**src/rtl/traffic_light_pkg.sv**
```systemverilog
// Shared types for the traffic-light safety monitor: lamp encoding, fault codes,
// monitor states, default timing parameters and a lowest-lane priority helper.
package traffic_light_pkg;

    typedef enum logic [1:0] {
        RED     = 2'b00,
        GREEN   = 2'b01,
        YELLOW  = 2'b10,
        INVALID = 2'b11
    } light_t;

    typedef enum logic [2:0] {
        FC_NONE         = 3'd0,
        FC_INVALID      = 3'd1,
        FC_CONFLICT     = 3'd2,
        FC_SEQUENCE     = 3'd3,
        FC_SHORT_YELLOW = 3'd4,
        FC_WATCHDOG     = 3'd5
    } fault_code_t;

    typedef enum logic [1:0] {
        MONITOR = 2'd0,
        FAULT   = 2'd1,
        RECOVER = 2'd2
    } mon_state_t;

    localparam int DEF_MIN_YELLOW  = 2;
    localparam int DEF_MAX_GREEN   = 64;
    localparam int DEF_RECOVER_CYC = 4;
    localparam int CNT_W           = $clog2(DEF_MAX_GREEN + 1);

    function automatic logic [1:0] lowest_set(input logic [3:0] v);
        if (v[0]) begin
            return 2'd0;
        end else if (v[1]) begin
            return 2'd1;
        end else if (v[2]) begin
            return 2'd2;
        end else begin
            return 2'd3;
        end
    endfunction

endpackage

```
**src/rtl/tlc_lane_check.sv**
```systemverilog
// Per-lane rule checks: compares the live lane code against its registered copy
// and the shared phase counter, flagging each class of unsafe behaviour.
module tlc_lane_check
    import traffic_light_pkg::*;
#(
    parameter int MIN_YELLOW = DEF_MIN_YELLOW,
    parameter int MAX_GREEN  = DEF_MAX_GREEN,
    parameter int CNT_W      = traffic_light_pkg::CNT_W
) (
    input  logic [1:0]       cur,
    input  logic [1:0]       prev,
    input  logic [CNT_W-1:0] phase_cnt,
    output logic             invalid,
    output logic             seq_err,
    output logic             short_yel,
    output logic             wdog,
    output logic             nonred
);
    localparam logic [CNT_W-1:0] MIN_Y_C = CNT_W'(MIN_YELLOW);
    localparam logic [CNT_W-1:0] MAX_G_C = CNT_W'(MAX_GREEN);

    assign invalid   = (cur == INVALID);
    assign nonred    = (cur != RED);
    assign seq_err   = ((prev == RED)    && (cur == YELLOW)) ||
                       ((prev == YELLOW) && (cur == GREEN))  ||
                       ((prev == GREEN)  && (cur == RED));
    assign short_yel = (prev == YELLOW) && (cur == RED) && (phase_cnt < MIN_Y_C);
    // phase_cnt saturates, so equality holds for every cycle past the limit
    assign wdog      = (prev == GREEN) && (cur == GREEN) && (phase_cnt == MAX_G_C);

endmodule

```
**src/rtl/traffic_light_safety_monitor.sv**
```systemverilog
// Safety monitor between the light controller and the lamps: passes legal patterns
// through with one cycle of latency and forces all-RED on any unsafe pattern.
module traffic_light_safety_monitor
    import traffic_light_pkg::*;
#(
    parameter int MIN_YELLOW  = DEF_MIN_YELLOW,
    parameter int MAX_GREEN   = DEF_MAX_GREEN,
    parameter int RECOVER_CYC = DEF_RECOVER_CYC
) (
    input  logic       clk11,
    input  logic       rst_n11,
    input  logic [1:0] in01,
    input  logic [1:0] in11,
    input  logic [1:0] in21,
    input  logic [1:0] in31,
    input  logic       fault_clr,
    output logic [1:0] lamp01,
    output logic [1:0] lamp11,
    output logic [1:0] lamp21,
    output logic [1:0] lamp31,
    output logic       fault,
    output logic [2:0] fault_code,
    output logic [1:0] fault_lane
);
    localparam int CW = $clog2(MAX_GREEN + 1);
    localparam logic [CW-1:0] MAX_C = CW'(MAX_GREEN);
    localparam logic [CW-1:0] REC_C = CW'(RECOVER_CYC);

    logic [3:0][1:0] cur_s, in_q_r, lamps_r, lamps_s;
    logic [CW-1:0]   phase_cnt_r, rec_cnt_r, rec_cnt_s;
    logic [3:0]      invalid_s, seq_err_s, short_yel_s, wdog_s, nonred_s;
    mon_state_t      state_r, state_s;
    fault_code_t     code_r, code_s, det_code_s;
    logic [1:0]      lane_r, lane_s, det_lane_s;
    logic            fault_r, fault_s, all_red_s;

    assign cur_s     = {in31, in21, in11, in01};
    assign all_red_s = (cur_s == 8'h00);

    for (genvar i = 0; i < 4; i++) begin : g_lane
        tlc_lane_check #(
            .MIN_YELLOW (MIN_YELLOW),
            .MAX_GREEN  (MAX_GREEN),
            .CNT_W      (CW)
        ) u_chk (
            .cur       (cur_s[i]),
            .prev      (in_q_r[i]),
            .phase_cnt (phase_cnt_r),
            .invalid   (invalid_s[i]),
            .seq_err   (seq_err_s[i]),
            .short_yel (short_yel_s[i]),
            .wdog      (wdog_s[i]),
            .nonred    (nonred_s[i])
        );
    end

    // Fault priority encoder: highest-priority class first, lowest lane within a class
    always_comb begin
        det_code_s = FC_NONE;
        det_lane_s = 2'd0;
        if (|invalid_s) begin
            det_code_s = FC_INVALID;
            det_lane_s = lowest_set(invalid_s);
        end else if ((nonred_s & (nonred_s - 4'd1)) != 4'd0) begin
            det_code_s = FC_CONFLICT;
            det_lane_s = lowest_set(nonred_s);
        end else if (|seq_err_s) begin
            det_code_s = FC_SEQUENCE;
            det_lane_s = lowest_set(seq_err_s);
        end else if (|short_yel_s) begin
            det_code_s = FC_SHORT_YELLOW;
            det_lane_s = lowest_set(short_yel_s);
        end else if (|wdog_s) begin
            det_code_s = FC_WATCHDOG;
            det_lane_s = lowest_set(wdog_s);
        end else begin
            det_code_s = FC_NONE;
            det_lane_s = 2'd0;
        end
    end

    // Input history and saturating phase counter, updated in every state
    always_ff @(posedge clk11 or negedge rst_n11) begin
        if (!rst_n11) begin
            in_q_r      <= 8'h00;
            phase_cnt_r <= '0;
        end else begin
            in_q_r <= cur_s;
            if (cur_s != in_q_r) begin
                phase_cnt_r <= CW'(1);
            end else if (phase_cnt_r != MAX_C) begin
                phase_cnt_r <= phase_cnt_r + CW'(1);
            end else begin
                phase_cnt_r <= phase_cnt_r;
            end
        end
    end

    // Monitor FSM next-state and next-output logic
    always_comb begin
        state_s   = state_r;
        lamps_s   = 8'h00;
        fault_s   = fault_r;
        code_s    = code_r;
        lane_s    = lane_r;
        rec_cnt_s = rec_cnt_r;
        case (state_r)
            MONITOR: begin
                if (det_code_s != FC_NONE) begin
                    state_s = FAULT;
                    fault_s = 1'b1;
                    code_s  = det_code_s;
                    lane_s  = det_lane_s;
                end else begin
                    lamps_s = cur_s;
                end
            end
            FAULT: begin
                if (fault_clr) begin
                    state_s   = RECOVER;
                    rec_cnt_s = '0;
                end else begin
                    state_s = FAULT;
                end
            end
            RECOVER: begin
                if (!all_red_s) begin
                    rec_cnt_s = '0;
                end else if ((rec_cnt_r + CW'(1)) == REC_C) begin
                    state_s   = MONITOR;
                    fault_s   = 1'b0;
                    code_s    = FC_NONE;
                    lane_s    = 2'd0;
                    rec_cnt_s = '0;
                end else begin
                    rec_cnt_s = rec_cnt_r + CW'(1);
                end
            end
            default: begin
                // Unreachable encoding: hold the lamps safe and demand a fresh recovery
                state_s   = FAULT;
                fault_s   = 1'b1;
                rec_cnt_s = '0;
            end
        endcase
    end

    // State, counter and registered output drive
    always_ff @(posedge clk11 or negedge rst_n11) begin
        if (!rst_n11) begin
            state_r   <= MONITOR;
            lamps_r   <= 8'h00;
            fault_r   <= 1'b0;
            code_r    <= FC_NONE;
            lane_r    <= 2'd0;
            rec_cnt_r <= '0;
        end else begin
            state_r   <= state_s;
            lamps_r   <= lamps_s;
            fault_r   <= fault_s;
            code_r    <= code_s;
            lane_r    <= lane_s;
            rec_cnt_r <= rec_cnt_s;
        end
    end

    assign lamp01     = lamps_r[0];
    assign lamp11     = lamps_r[1];
    assign lamp21     = lamps_r[2];
    assign lamp31     = lamps_r[3];
    assign fault      = fault_r;
    assign fault_code = code_r;
    assign fault_lane = lane_r;

endmodule

```
**config.mk**
```make
export PLATFORM = sky130hd
export DESIGN_NAME = traffic_light_safety_monitor
export DESIGN_NICKNAME = d
export VERILOG_FILES = /design/src/rtl/traffic_light_pkg.sv /design/src/rtl/tlc_lane_check.sv /design/src/rtl/traffic_light_safety_monitor.sv
export SDC_FILE = /design/constraint.sdc
export NUM_CORES = 1
export LEC_CHECK = 0
export ABC_CLOCK_PERIOD_IN_PS = 2200
export CORE_MARGIN = 1.5
export CORE_UTILIZATION = 53
export CTS_BUF_LIST = sky130_fd_sc_hd__clkbuf_4
export CTS_CLUSTER_DIAMETER = 40
export CTS_CLUSTER_SIZE = 16
export DETAILED_ROUTE_END_ITERATION = 8
export PLACE_DENSITY = 0.76
export SLEW_MARGIN = 30
export SYNTH_ARGS = -nofsm -noshare
export SYNTH_HDL_FRONTEND = slang
export SYNTH_SLANG_ARGS = --single-unit
```
**constraint.sdc**
```tcl
create_clock -name clk11 -period 2.2 [get_ports clk11]
set_input_delay 0.44 -clock clk11 [delete_from_list [all_inputs] [get_ports clk11]]
set_output_delay 0.44 -clock clk11 [all_outputs]
set_load 0.1 [all_outputs]
```
Word-level counts from Yosys, hierarchy flattened

Index checks and enable logic that the tools add are counted.

Add/sub/neg operators: 3
Bitwise operators: 3
Mux-type cells: 48
Order comparisons: 1
Shifts and indexed selects: 0
$mul: 0
Divide/modulo/power cells: 0
Equality and inequality tests: 30
Reductions and logical operators: 62

Operators with widths:

| kind                  | count |
|---|---|
| $mux W2               | 20 |
| $mux W7               | 5 |
| $logic_and A1 B1 Y1   | 28 |
| $eq A2 B2 Y1 const B  | 13 |
| $mux W3               | 8 |
| $pmux W7 S3           | 1 |
| $eq A2 B1 Y1 const B  | 9 |
| $logic_not A2 Y1      | 9 |
| $mux W8               | 2 |
| $reduce_or A4 Y1      | 4 |
| $add A7 B1 Y7 const B | 2 |
| $reduce_bool A2 Y1    | 6 |
| $logic_not A8 Y1      | 1 |
| $logic_or A1 B1 Y1    | 8 |
| $mux W1               | 8 |
| $ne A2 B2 Y1 const B  | 4 |
| $ne A8 B8 Y1          | 1 |
| $reduce_and A4 Y1     | 2 |
| $eq A7 B3 Y1 const B  | 1 |
| $eq A7 B7 Y1 const B  | 1 |
| $lt A7 B2 Y1 const B  | 1 |
| $ne A7 B7 Y1 const B  | 1 |
| $pmux W2 S3           | 1 |
| $pmux W3 S2           | 1 |
| 9 further kinds       | 10 |

Input port bits: 11
Bits in latches: 0
Memories kept: 0
Register bits after elaboration: 38
Output and inout port bits: 14
Bits in read-only memories: 0
Bits in writable memories: 0
Logic and storage cells: 161

Longest topological paths before layout

Depth after elaboration: 13
Depth in mapped cells: 8
Mapped depth without buffers: 7

Modules after synthesis

Synthesis repeated with hierarchy kept, for this count alone.

Cell total of the unflattened synthesis: 233
Area, all modules: 2313.5 sq um

Modules (own cells, without submodules):

| module                       | cells an instance | area an instance (sq um) | instances | sequential area each (sq um) |
|---|---|---|---|---|
| traffic_light_safety_monitor | 189               | 1978.1                   | 1         | 950.9 |
| tlc_lane_check               | 11                | 83.8                     | 4         | 0.0 |

Worst setup path before layout

Ideal clock, no wire load.

Kind: input to register
From: input in11[0]
To: register code_r[1] (netlist: fault_code[1])
Path buffers: 2
Slack: -0.362 ns
Setup time: 0.125 ns
Data arrival time: 2.437 ns
Data required time: 2.075 ns
Stages on the path: 8
Path through: buf_4 -> or4b_4 -> nor4bb_1 -> o221a_1 -> and4bb_4 -> or3_1 -> buf_2 -> mux2_4

Cells in the longest elaborated chain, start to end: 12
Elaborated cells between the ends (all ways): 33
Classes of those cells: add/sub: 1; eq/ne: 5; mux: 7; bitwise: 1; reduce/logical: 19

Ends and longest elaborated chain:

| element                                                | RTL line                            | RTL |
|---|---|---|
| from (decl)                                            | traffic_light_safety_monitor.sv:13  | `input logic [1:0] in11,` |
| branches (longest 12 deep; another with $sub A4 B1 Y4) | -                                   |  |
| to (signal assigned)                                   | traffic_light_safety_monitor.sv:161 | `code_r <= code_s;` |
| to (decl)                                              | traffic_light_safety_monitor.sv:33  | `fault_code_t code_r, code_s, det_code_s;` |

Parallel ways; which one is timed is not known. The select of a mux whose other input is x is not followed.
A chain may end at the register's enable or synchronous reset.

Worst setup path in the final report

From: input in01[0]
To: register lane_r[1] (netlist: fault_lane[1])

Cells in the longest elaborated chain, start to end: 12
Elaborated cells between the ends (all ways): 43
Classes of those cells: add/sub: 1; eq/ne: 5; mux: 17; bitwise: 1; reduce/logical: 19

Ends and longest elaborated chain:

| element                                                | RTL line                            | RTL |
|---|---|---|
| from (decl)                                            | traffic_light_safety_monitor.sv:12  | `input logic [1:0] in01,` |
| branches (longest 12 deep; another with $sub A4 B1 Y4) | -                                   |  |
| to (signal assigned)                                   | traffic_light_safety_monitor.sv:162 | `lane_r <= lane_s;` |
| to (decl)                                              | traffic_light_safety_monitor.sv:34  | `logic [1:0] lane_r, lane_s, det_lane_s;` |

Parallel ways; which one is timed is not known. The select of a mux whose other input is x is not followed.

==> summary.md <==
| Metric | Value |
|---|---|
| DRC errors left | 0 |
| Critical path's slowest cell | or4b_4 |
| Grt ovf | 0 |
| RePlAce Congestion | between 0.8 and 0.9 |
| DIE AREA | 4650 um^2 |
| Seq cells post-synth | 38 |
| IO buf count | 24 |
| Pwr per Cell Area | 716 nW/um^2 |
| Worst Path Required | 2.42 ns |
| Post-CTS Hold Buffers | 0 |
| Worst Tran Pin Value | 0.821 ns |
| Netlist cell types | 51 |
| Final setup viols | 4 |
| Root Buffer | clkbuf_4 |
| Crit path kind | in2reg |
| Max VDD drop | 809 uV |
| Initial antenna violation count | 0 |
| Violated checks | setup timing |
| Cells taking the most area after synthesis | dfrtp_1, nor2_1, nor4bb_1 |
| CP max stage delay | between 0.5 and 0.6 ns |
| RR Startpoint | in_q_r[0]$_DFF_PN0_ |
| Max-Cap Viols | 0 |
| Largest family of logic cells by synthesized area | simple AND/OR/NAND/NOR gates |
| Vias | 2092 |
| Number of synthesized flops with an enable pin | 0 |
| Critical-path cell list | dlygate4sd2_1 > or4b_4 > nor4bb_4 > o221a_1 > and4bb_4 > or3_4 > mux2_4 |
| Seq/Total Area, Yosys | 42.2% |
| Area growth from synthesis to layout | 37.6% |
| Mux cell area share after synthesis | 1.83% |
| I/O pin total | 25 |
| R2R depth | 6 |
| Vias/cell | 5.67 |
| Post-Synth Adder-Cell Area | 2.67% |
| Post-Syn Instances | 235 |
| Clock Sink Count | 38 |
| Global Route Usage Sum | 25.6% |
| Global-route wire length before repair | 8890 um |
| Layout cell share with drive strength beyond 1 | 33.5% |
| Post-DP Area | between 2000 and 3000 um^2 |
| Critical Path Stages | 7 |
| Mapped cell area | 2250 um^2 |
| Final worst path period need | ~2.4 ns |
| Synth Flop Type | dfrtp_1 |
| Ant diodes | 0 |
| ANT nets after route | 0 |
| Largest area contributor in the netlist | dfrtp_1 |
| HP Class | in2async |
| Crit-path max FO | 6 |
| Fill count | 294 |
| Max clock buf depth | 2 |
| Detailed placer's ending HPWL | about 4100 um |
| DR iter-0 viols | 134 |
| Syn_area_per_cell | 9.58 um^2 |
| Syn_nets | between 200 and 300 |
| Fin. Hold Viols | 0 |
| CP endpoint kind | flip-flop |
| Reg2reg end | fault_lane[1]$_DFFE_PN0P_ |
| Die H | 68.2 um |
| Depth of the CTS H-tree | 2 |
| CP Buf/Inv Count | 1 |
| Slew margin rel. | 45.3% |
| Max Clock Freq | 418 MHz |
| Starting Density | 55.9% |
| Unrepaired setup endpoints after global routing | yes |
| Worst setup SP type | input port |
| Compound-Gate Fraction of Synth Area | a little over an eighth |
| Final #Nets | 333 |
| R2r setup slk | -0.18 ns |
| Tcrit/Tclk final | 109% |
| Worst EP arrival | approximately 2.6 ns |
| Syn. warnings | 0 |
| Worst clock skew | 0.0157 ns |
| CTS tree | yes |
| Die Wd | between 60 and 70 um |
| Leakage power | 1.46 nW |
| XOR/XNOR share of the synthesized area | 5.84% |
| Routed len/inst | ~15 um |
| Crit path max-delay family | simple AND/OR/NAND/NOR gates |
| Fin. max-slew vios | 0 |
| Cts bufs inserted | 5 |
| Final Util | 76.9% |
| Status | finished, violations left |
| Largest net degree at the start of global routing | 39 |
| Final TNS setup | -0.574 ns |
| Commonest non-fill, non-tap cell in the layout | buf_4 |
| Async SR Flop Fraction | 100% |
| Number of global-route vias before repair | 1989 |
| Fin worst setup slack | -0.192 ns |
| Post-synth top area share | 42.2% |
| Initial DRT Pass Iterations | 4 |
| Clock Latency Late Sink | about 0.35 ns |
| Commonest cells after routing, fill and taps aside | buf_4, dfrtp_1, nor2_1 |
| Post-Layout Inst Area | 3100 um^2 |
| Total detailed-routing wirelength | 5390 um |
| Row Count | 23 |
| Core area | 4030 um^2 |
| Simple-Gate Fraction of Synth Area | a little under a third |
| Clk slew on worst S/H paths | ~0.12 ns |
worst max-delay path by stage:
| stage | slack, ns | endpoint | from |
|---|---|---|---|
| after floorplan | -0.35 | fault_code[1]$_DFFE_PN0P_ | in11[1] |
| after global placement | -0.74 | fault_lane[1]$_DFFE_PN0P_ | in01[0] |
| after detailed placement | -0.82 | fault_lane[1]$_DFFE_PN0P_ | in01[0] |
| after CTS | -0.24 | fault_lane[1]$_DFFE_PN0P_ | in_q_r[2]$_DFF_PN0_ |
| after global routing | -0.26 | fault_lane[1]$_DFFE_PN0P_ | in_q_r[5]$_DFF_PN0_ |
| final | -0.19 | fault_lane[1]$_DFFE_PN0P_ | in01[0] |
cells by family (layout without fill, tap and decap cells):
logic type,count (synthesis),in the layout
AO/OA/AOI/OAI,44,44
XOR/XNOR,15,15
adder cells (fa/ha/maj),5,5
buffers and inverters,15,99
flip-flops,38,38
multiplexers,3,3
AND/OR/NAND/NOR,115,115
worst reg2reg max path, delay by kind of cell (launching register included):
kind             cells  cell delay [ns]
AO/OA/AOI/OAI        1             0.28
flip-flops           1             0.42
multiplexers         1             0.32
AND/OR/NAND/NOR      4             1.26
metrics by stage:
| step | setup WS, ns | power (mW) | instances | hold slack, ns |
|---|---|---|---|---|
| 2_1_floorplan | -0.350 | 1.38 | 235 | 0.144 |
| 3_3_place_gp | -0.745 | 1.60 | 359 | 0.481 |
| 3_5_place_dp | -0.820 | 1.61 | 359 | 0.499 |
| 4_1_cts | -0.242 | 2.22 | 368 | 0.199 |
| 5_1_grt | -0.265 | 2.33 | 369 | 0.223 |
| 6_report | -0.192 | 2.22 | 369 | 0.175 |
sequential cells by signal, indices dropped and copies added, names as in the netlist:
| signal | count |
|---|---|
| fault_code | 3 |
| state_r | 2 |
| fault | 1 |
| lamp31 | 2 |
| lamp11 | 2 |
| phase_cnt_r | 7 |
| in_q_r | 8 |
| fault_lane | 2 |
| lamp21 | 2 |
| rec_cnt_r | 7 |
| lamp01 | 2 |
cells in the mapped netlist, types with 3 or more instances:
library cell	n
a21o_1	4
a21oi_1	8
a22o_1	3
and2_1	9
and3_1	3
buf_2	6
clkbuf_1	4
dfrtp_1	38
ha_1	4
inv_1	3
nand2_1	21
nand3_1	10
nor2_1	25
nor3_1	6
nor4_1	6
nor4b_1	6
nor4bb_1	9
o21ai_0	8
o31ai_1	5
or3_1	6
xnor2_1	5
xor2_1	10
where the power goes:
part,switching (mW),internal (mW),leakage (nW)
Sequential,0.0368,0.759,0.490
Clock,0.238,0.355,0.0554
Combinational,0.526,0.302,0.913
layer usage:
metal | GRT usage (%) | share of wire (%) | vias to the layer above
li1 | - | - | 1030
met1 | 32.0 | 43 | 994
met2 | 44.8 | 52 | 57
met3 | 5.26 | 4.2 | 11
met4 | 7.00 | 1.7 | 0
met5 | 0 | 0 | -
cell type report:
| type | count | area [um^2] | area share, % |
|---|---|---|---|
| multi-input combinational | 182 | 1290 | 41.6 |
| clock buffer | 5 | 37.5 | 1.21 |
| sequential | 38 | 952 | 30.7 |
| tap | 50 | 62.6 | 2.02 |
| clock inverter | 3 | 68.8 | 2.22 |
| inverter | 3 | 11.3 | 0.363 |
| timing repair buffer | 88 | 677 | 21.8 |
what timing repair did:
action | in CTS | in global routing
gates cloned | 0 | 0
gates resized for setup | 8 | 11
pin swaps | 9 | 4
endpoints found under the setup margin | 15 | 12
buffers inserted | 1 | 1
(Power assumes the default switching activity.)
